`src/rtl/pio_in_edge_capture_if.sv`:
```
// Avalon-MM slave bus bundle for the input PIO: word address, select, write strobe and data paths.
// The interrupt line and the external input bus stay as plain ports on the PIO itself.
interface pio_in_edge_capture_if;
  logic [1:0]  address;
  logic        chipselect;
  logic        write_n;
  logic [31:0] writedata;
  logic [31:0] readdata;

  modport master (
    output address, chipselect, write_n, writedata,
    input  readdata
  );

  modport slave (
    input  address, chipselect, write_n, writedata,
    output readdata
  );
endinterface

```
`src/rtl/pio_in_edge_capture.sv`:
```
// Avalon-MM input PIO: two-flop synchronizer on in_port, per-bit edge detect into a sticky
// write-1-to-clear capture register, and a maskable registered level interrupt.
module pio_in_edge_capture #(
  parameter int unsigned           DATA_WIDTH  = 27,
  parameter int unsigned           EDGE_TYPE   = 0,   // 0 rising, 1 falling, 2 any
  parameter logic [DATA_WIDTH-1:0] RESET_VALUE = '0
) (
  input  logic                  clk,
  input  logic                  reset_n,
  pio_in_edge_capture_if.slave  avs,
  input  logic [DATA_WIDTH-1:0] in_port,
  output logic                  irq
);

  typedef enum logic [1:0] {
    ADDR_DATA = 2'd0,
    ADDR_RSVD = 2'd1,
    ADDR_MASK = 2'd2,
    ADDR_EDGE = 2'd3
  } addr_e;

  logic [DATA_WIDTH-1:0] sync1;
  logic [DATA_WIDTH-1:0] sync2;
  logic [DATA_WIDTH-1:0] prev;
  logic [DATA_WIDTH-1:0] irq_mask;
  logic [DATA_WIDTH-1:0] edge_capture;

  logic [DATA_WIDTH-1:0] edge_det;
  logic [DATA_WIDTH-1:0] irq_mask_next;
  logic [DATA_WIDTH-1:0] edge_capture_next;
  logic [DATA_WIDTH-1:0] read_mux;
  logic [DATA_WIDTH-1:0] wdata;
  logic                  wr;
  addr_e                 addr;
  logic                  unused_wdata_bits;

  assign addr  = addr_e'(avs.address);
  assign wr    = avs.chipselect & ~avs.write_n;
  assign wdata = avs.writedata[DATA_WIDTH-1:0];

  // Bits of writedata above DATA_WIDTH-1 are architecturally ignored.
  assign unused_wdata_bits = ^avs.writedata;

  always_comb begin
    // NOTE: give every always_comb output a default first so no path leaves it unassigned (no latch).
    edge_det = '0;
    if (EDGE_TYPE == 0) begin
      edge_det = sync2 & ~prev;
    end else if (EDGE_TYPE == 1) begin
      edge_det = ~sync2 & prev;
    end else begin
      edge_det = sync2 ^ prev;
    end
  end

  // Clear is applied before the set so a same-cycle edge keeps the bit at 1.
  always_comb begin
    irq_mask_next     = irq_mask;
    edge_capture_next = edge_capture | edge_det;
    if (wr && addr == ADDR_MASK) begin
      irq_mask_next = wdata;
    end
    if (wr && addr == ADDR_EDGE) begin
      edge_capture_next = (edge_capture & ~wdata) | edge_det;
    end
  end

  // Read mux is not qualified by chipselect; it shows pre-clear register contents.
  always_comb begin
    read_mux = '0;
    case (addr)
      ADDR_DATA: read_mux = sync2;
      ADDR_MASK: read_mux = irq_mask;
      ADDR_EDGE: read_mux = edge_capture;
      default:   read_mux = '0;
    endcase
  end

  // NOTE: sequential state uses non-blocking assignments so every flop samples pre-edge values.
  always_ff @(posedge clk or negedge reset_n) begin
    if (!reset_n) begin
      sync1        <= RESET_VALUE;
      sync2        <= RESET_VALUE;
      prev         <= RESET_VALUE;
      irq_mask     <= '0;
      edge_capture <= '0;
      avs.readdata <= '0;
      irq          <= 1'b0;
    end else begin
      sync1        <= in_port;
      sync2        <= sync1;
      prev         <= sync2;
      irq_mask     <= irq_mask_next;
      edge_capture <= edge_capture_next;
      avs.readdata <= 32'(read_mux);
      irq          <= |(edge_capture_next & irq_mask_next);
    end
  end

endmodule
```
`src/flat_wrapper.sv`:
```
// flat-port wrapper written by rule: the top's interface ports become plain ports
module pio_in_edge_capture_flat 
#(
  parameter int unsigned           DATA_WIDTH  = 27,
  parameter int unsigned           EDGE_TYPE   = 0,                                
  parameter logic [DATA_WIDTH-1:0] RESET_VALUE = '0
)
  (clk, reset_n, in_port, irq, avs_address, avs_chipselect, avs_write_n, avs_writedata, avs_readdata);
  pio_in_edge_capture_if avs_i ();
  input  logic clk;
  input  logic reset_n;
  input  logic [DATA_WIDTH-1:0] in_port;
  output logic irq;
  input wire logic [$bits(avs_i.address)-1:0] avs_address;
  input wire logic [$bits(avs_i.chipselect)-1:0] avs_chipselect;
  input wire logic [$bits(avs_i.write_n)-1:0] avs_write_n;
  input wire logic [$bits(avs_i.writedata)-1:0] avs_writedata;
  output wire logic [$bits(avs_i.readdata)-1:0] avs_readdata;
  assign avs_i.address = avs_address;
  assign avs_i.chipselect = avs_chipselect;
  assign avs_i.write_n = avs_write_n;
  assign avs_i.writedata = avs_writedata;
  assign avs_readdata = avs_i.readdata;
  pio_in_edge_capture #(.DATA_WIDTH(DATA_WIDTH), .EDGE_TYPE(EDGE_TYPE), .RESET_VALUE(RESET_VALUE)) u_core (.clk(clk), .reset_n(reset_n), .avs(avs_i), .in_port(in_port), .irq(irq));
endmodule
```
`config.mk`:
```
export PLATFORM = sky130hd
export DESIGN_NAME = pio_in_edge_capture_flat
export DESIGN_NICKNAME = d
export VERILOG_FILES = /design/src/rtl/pio_in_edge_capture_if.sv /design/src/rtl/pio_in_edge_capture.sv /design/src/flat_wrapper.sv
export SDC_FILE = /design/constraint.sdc
export NUM_CORES = 1
export LEC_CHECK = 0
export ABC_AREA = 1
export CORE_MARGIN = 4
export CORE_UTILIZATION = 45
export CTS_BUF_LIST = sky130_fd_sc_hd__clkbuf_8
export DETAILED_ROUTE_END_ITERATION = 16
export MAX_ROUTING_LAYER = met4
export PLACE_DENSITY = 0.75
export SLEW_MARGIN = 0
export SYNTH_ARGS = -nofsm -noshare
export SYNTH_HDL_FRONTEND = slang
export SYNTH_SLANG_ARGS = --single-unit
```
`constraint.sdc`:
```
create_clock -name clk -period 1.2 [get_ports clk]
set_input_delay 0.3 -clock clk [delete_from_list [all_inputs] [get_ports clk]]
set_output_delay 0.3 -clock clk [all_outputs]
set_load 0.02 [all_outputs]
```
==> results of run 1 <==
cell usage after synthesis (2+ instances only):
library cell	number	area [um2]
sky130_fd_sc_hd__clkbuf_1	3	11.3
sky130_fd_sc_hd__inv_1	36	135
sky130_fd_sc_hd__nand2_1	254	953
sky130_fd_sc_hd__buf_2	9	45.0
sky130_fd_sc_hd__o21ai_1	4	20.0
sky130_fd_sc_hd__buf_4	9	67.6
sky130_fd_sc_hd__dfrtp_1	163	4080
sky130_fd_sc_hd__nand3_1	72	360
sky130_fd_sc_hd__o21ai_0	4	20.0
sky130_fd_sc_hd__buf_1	3	11.3
sky130_fd_sc_hd__inv_2	2	7.51
sky130_fd_sc_hd__nor2_1	9	33.8
path summary, 6_finish.rpt:
path | start | endpoint | slack (ps) | cells past startpoint
worst max-delay path | u_core.irq | irq | -110 | 1
worst min-delay path | reset_n | u_core.prev[1] | 230 | 2
worst max register to register | u_core.sync2[22] | u_core.irq | 20 | 8
worst min register to register | u_core.sync1[6] | u_core.sync2[6] | 340 | 0
max in group asynchronous | reset_n | u_core.prev[7] | 470 | 3
min in group clk | in_port[0] | u_core.sync1[0] | 270 | 1
registers in the layout, summed over array words and instances (netlist names):
signal               cells
u_core.edge_capture     27
u_core.irq               1
u_core.avs.readdata     27
u_core.sync2            27
u_core.irq_mask         27
u_core.prev             27
u_core.sync1            27
kinds of logic after synthesis:
group	share of synthesized area (%)
other cells	0.0647
flops	70.4
buf+inv	4.99
simple gates	23.8
compound gates	0.777
layout by cell type (no fill, tap or decap), types with 2 or more instances in the layout:
| cell type | n |
|---|---|
| sky130_fd_sc_hd__nand2_1 | 239 |
| sky130_fd_sc_hd__dfrtp_1 | 163 |
| sky130_fd_sc_hd__nand3_1 | 70 |
| sky130_fd_sc_hd__clkdlybuf4s50_1 | 54 |
| sky130_fd_sc_hd__buf_4 | 44 |
| sky130_fd_sc_hd__inv_1 | 36 |
| sky130_fd_sc_hd__buf_6 | 33 |
| sky130_fd_sc_hd__clkbuf_8 | 22 |
| sky130_fd_sc_hd__nand2_2 | 14 |
| sky130_fd_sc_hd__buf_12 | 14 |
| sky130_fd_sc_hd__nor2_1 | 6 |
| sky130_fd_sc_hd__conb_1 | 5 |
| sky130_fd_sc_hd__o21ai_1 | 4 |
| sky130_fd_sc_hd__clkinv_2 | 4 |
| sky130_fd_sc_hd__buf_16 | 4 |
| sky130_fd_sc_hd__nor2_2 | 3 |
| sky130_fd_sc_hd__o21ai_0 | 3 |
| sky130_fd_sc_hd__bufinv_16 | 3 |
| sky130_fd_sc_hd__nor2_4 | 2 |
| sky130_fd_sc_hd__nand3_2 | 2 |
| sky130_fd_sc_hd__nand2_4 | 2 |
| sky130_fd_sc_hd__clkinvlp_4 | 2 |
| sky130_fd_sc_hd__buf_2 | 2 |
metal layers:
metal	wire length, um	part of all wire (%)	GRT usage [%]	vias up
li1	-	-	-	2076
met1	5500	41	25.1	2138
met4	278	2.1	7.63	0
met3	750	5.6	5.03	25
met2	6910	51	32.3	148
met5	0	0	-	-
where the power goes:
group	total [mW]	internal (mW)	switching, mW
logic	1.92	0.936	0.986
registers	6.19	5.95	0.243
clock network	4.20	2.31	1.88
cell type report:
class	instances	area [um2]
well taps	172	215
inverters	38	153
repair buffers	154	1710
clock buffers	22	303
fillers	962	4510
clock inverters	10	129
flip-flops and latches	163	4080
multi-input cells	353	1520
repair_timing:
| action | 4_1_cts | 5_1_grt |
|---|---|---|
| hold buffers | 1 | 0 |
| pin swaps | 23 | 7 |
| buffers inserted | 20 | 0 |
| cloned | 5 | 1 |
| resized for setup | 210 | 9 |
| endpoints found under the hold margin | 163 | 0 |
| endpoints found under the setup margin | 46 | 29 |
==> results.txt, run 1 <==
The routed via count is 4387. The insertion delay to the later sink of the worst-skew pair is 450 ps. On the critical path, the stage with the largest delay is an instance of sky130_fd_sc_hd__dfrtp_1. The initial standard-cell utilization of the core is a little under half.

The total routed wirelength came out at 13400 um. The first global-routing pass estimated 22300 um of wire. The worst-case setup margin in the final layout is -113 ps. The critical path goes through buf_6. In this run the clock root is driven by a sky130_fd_sc_hd__clkbuf_8. The number of inserted diodes came out at 0. The number of max-slew violations in the final report is 0. The count of placed standard cells in the final layout, fillers left out is 912. The fraction of registers with async set or reset after synthesis came out at 100%. The register bit total from synthesis is 163.

The portion of the post-synthesis area used by sequential elements is 70.4%. The die covers 14800 um2. The design draws 12.3 mW.

The min-delay analysis places its worst path in the category input pin to asynchronous set/reset pin. The cell type group with the largest total delay on the critical path is flip-flops. The number of clock buffers inserted by TritonCTS is 17. The final reports fail on negative setup slack. The area added between synthesis and finish is 39.9%. Summed over all cells, the static leakage comes to between 4 and 5 nW. A synthesized cell averages 10.1 um2. The total iterations of the first detailed-routing run came out at 5. The final critical-path share of the clock period is 109%. In the final layout, the share of cells above drive strength 1 is 21.2%. The number of design rule violations left after detail routing came out at 0.

Setup repair after global routing could not meet its margin everywhere. The arrival time reported for the critical path endpoint is 1010 ps. The overall global routing resource usage came out at 20.2%. The final-layout worst hold slack is 233 ps. The die height is 121 um. The setup path with the least slack is of type flip-flop to output pin.

In this run the power density over the cells is 1520 nW/um2. VDD sags by at most between 700 and 800 uV. The via count of the first global-routing pass came out at 4747. In this design, the stage delay of the slowest critical-path cell is about 420 ps.

The pre-CTS setup slack is -937 ps. The count of maximum capacitance violations is 0. The placed wire-length estimate is 8480 um. The clock skew came out at 8.71 ps.

The cell area after synthesis came out at a little under 6000 um2. The timing-limited maximum frequency came out at 761 MHz. The data required time at the worst endpoint is 900 ps. The placed standard-cell area is 7180 um2. TritonCTS built the clock tree. The number of nets still failing antenna checks after routing is 0.

The register clock-pin slew on the reported worst setup and hold paths came out at about 80 ps. The floorplan step set the die width to 121 um. The initialized floorplan defines ~40 standard-cell rows. The average wire per standard cell came out at 14.7 um.

The I/O pin count is 98. The final hold violation count came out at 0. The buffer and inverter count on the worst path came out at 1. The largest fanout of any net on the critical path is 1. The count of buffers added on input and output ports is 87. The number of sinks on the clock net is 163. The maximum level of the CTS H-tree came out at 4. The number of setup violations in the final report came out at 29.

Counting flops with a built-in enable in the synthesized netlist gives 0. The maximum root-to-sink buffer count is 2. STA classifies the critical path endpoint as an output pin. The largest net degree at the start of global routing is 52. After routing, the total negative slack on setup checks comes to -1790 ps. During synthesis, Yosys emitted a total of 0 warnings. The count of placed standard cells including taps came out at 853. At the end of routability-driven placement, the weighted congestion stood at 0.862. The most instantiated flip-flop cell in the synthesis netlist is sky130_fd_sc_hd__dfrtp_1.

The final critical path time including I/O delays and setup is 1310 ps. Synthesis produced a netlist whose cell count is 575. The flow ran to the end, but the final reports show violations. The number of antenna violations at the first check in global routing came out at 0. Using the TritonRoute via totals, the vias-per-cell ratio works out to about 4.8. The end-of-flow core utilization came out at 64.2%.

The number of nets in the finished design came out at between 700 and 800. The total congestion overflow is 0. After synthesis, the netlist uses 19 different library cells.

The number of violations reported at the end of detailed-routing iteration 0 came out at ~340. The final cell area excluding filler cells came out at 8110 um2. STA classifies the critical path startpoint as a flip-flop. After floorplanning, the core was sized to cover 12600 um2.
Note: power is estimated with default switching activity, not from simulation.
==> inputs of run 2 (changes only) <==
--- a/config.mk
+++ b/config.mk
@@ -6,6 +6,7 @@
 export NUM_CORES = 1
 export LEC_CHECK = 0
 export ABC_AREA = 1
+export ABC_CLOCK_PERIOD_IN_PS = 1200
 export CORE_MARGIN = 4
 export CORE_UTILIZATION = 45
 export CTS_BUF_LIST = sky130_fd_sc_hd__clkbuf_8
==> results of run 2 <==
Final layout, timing and power as in run 1 (identical DEF).
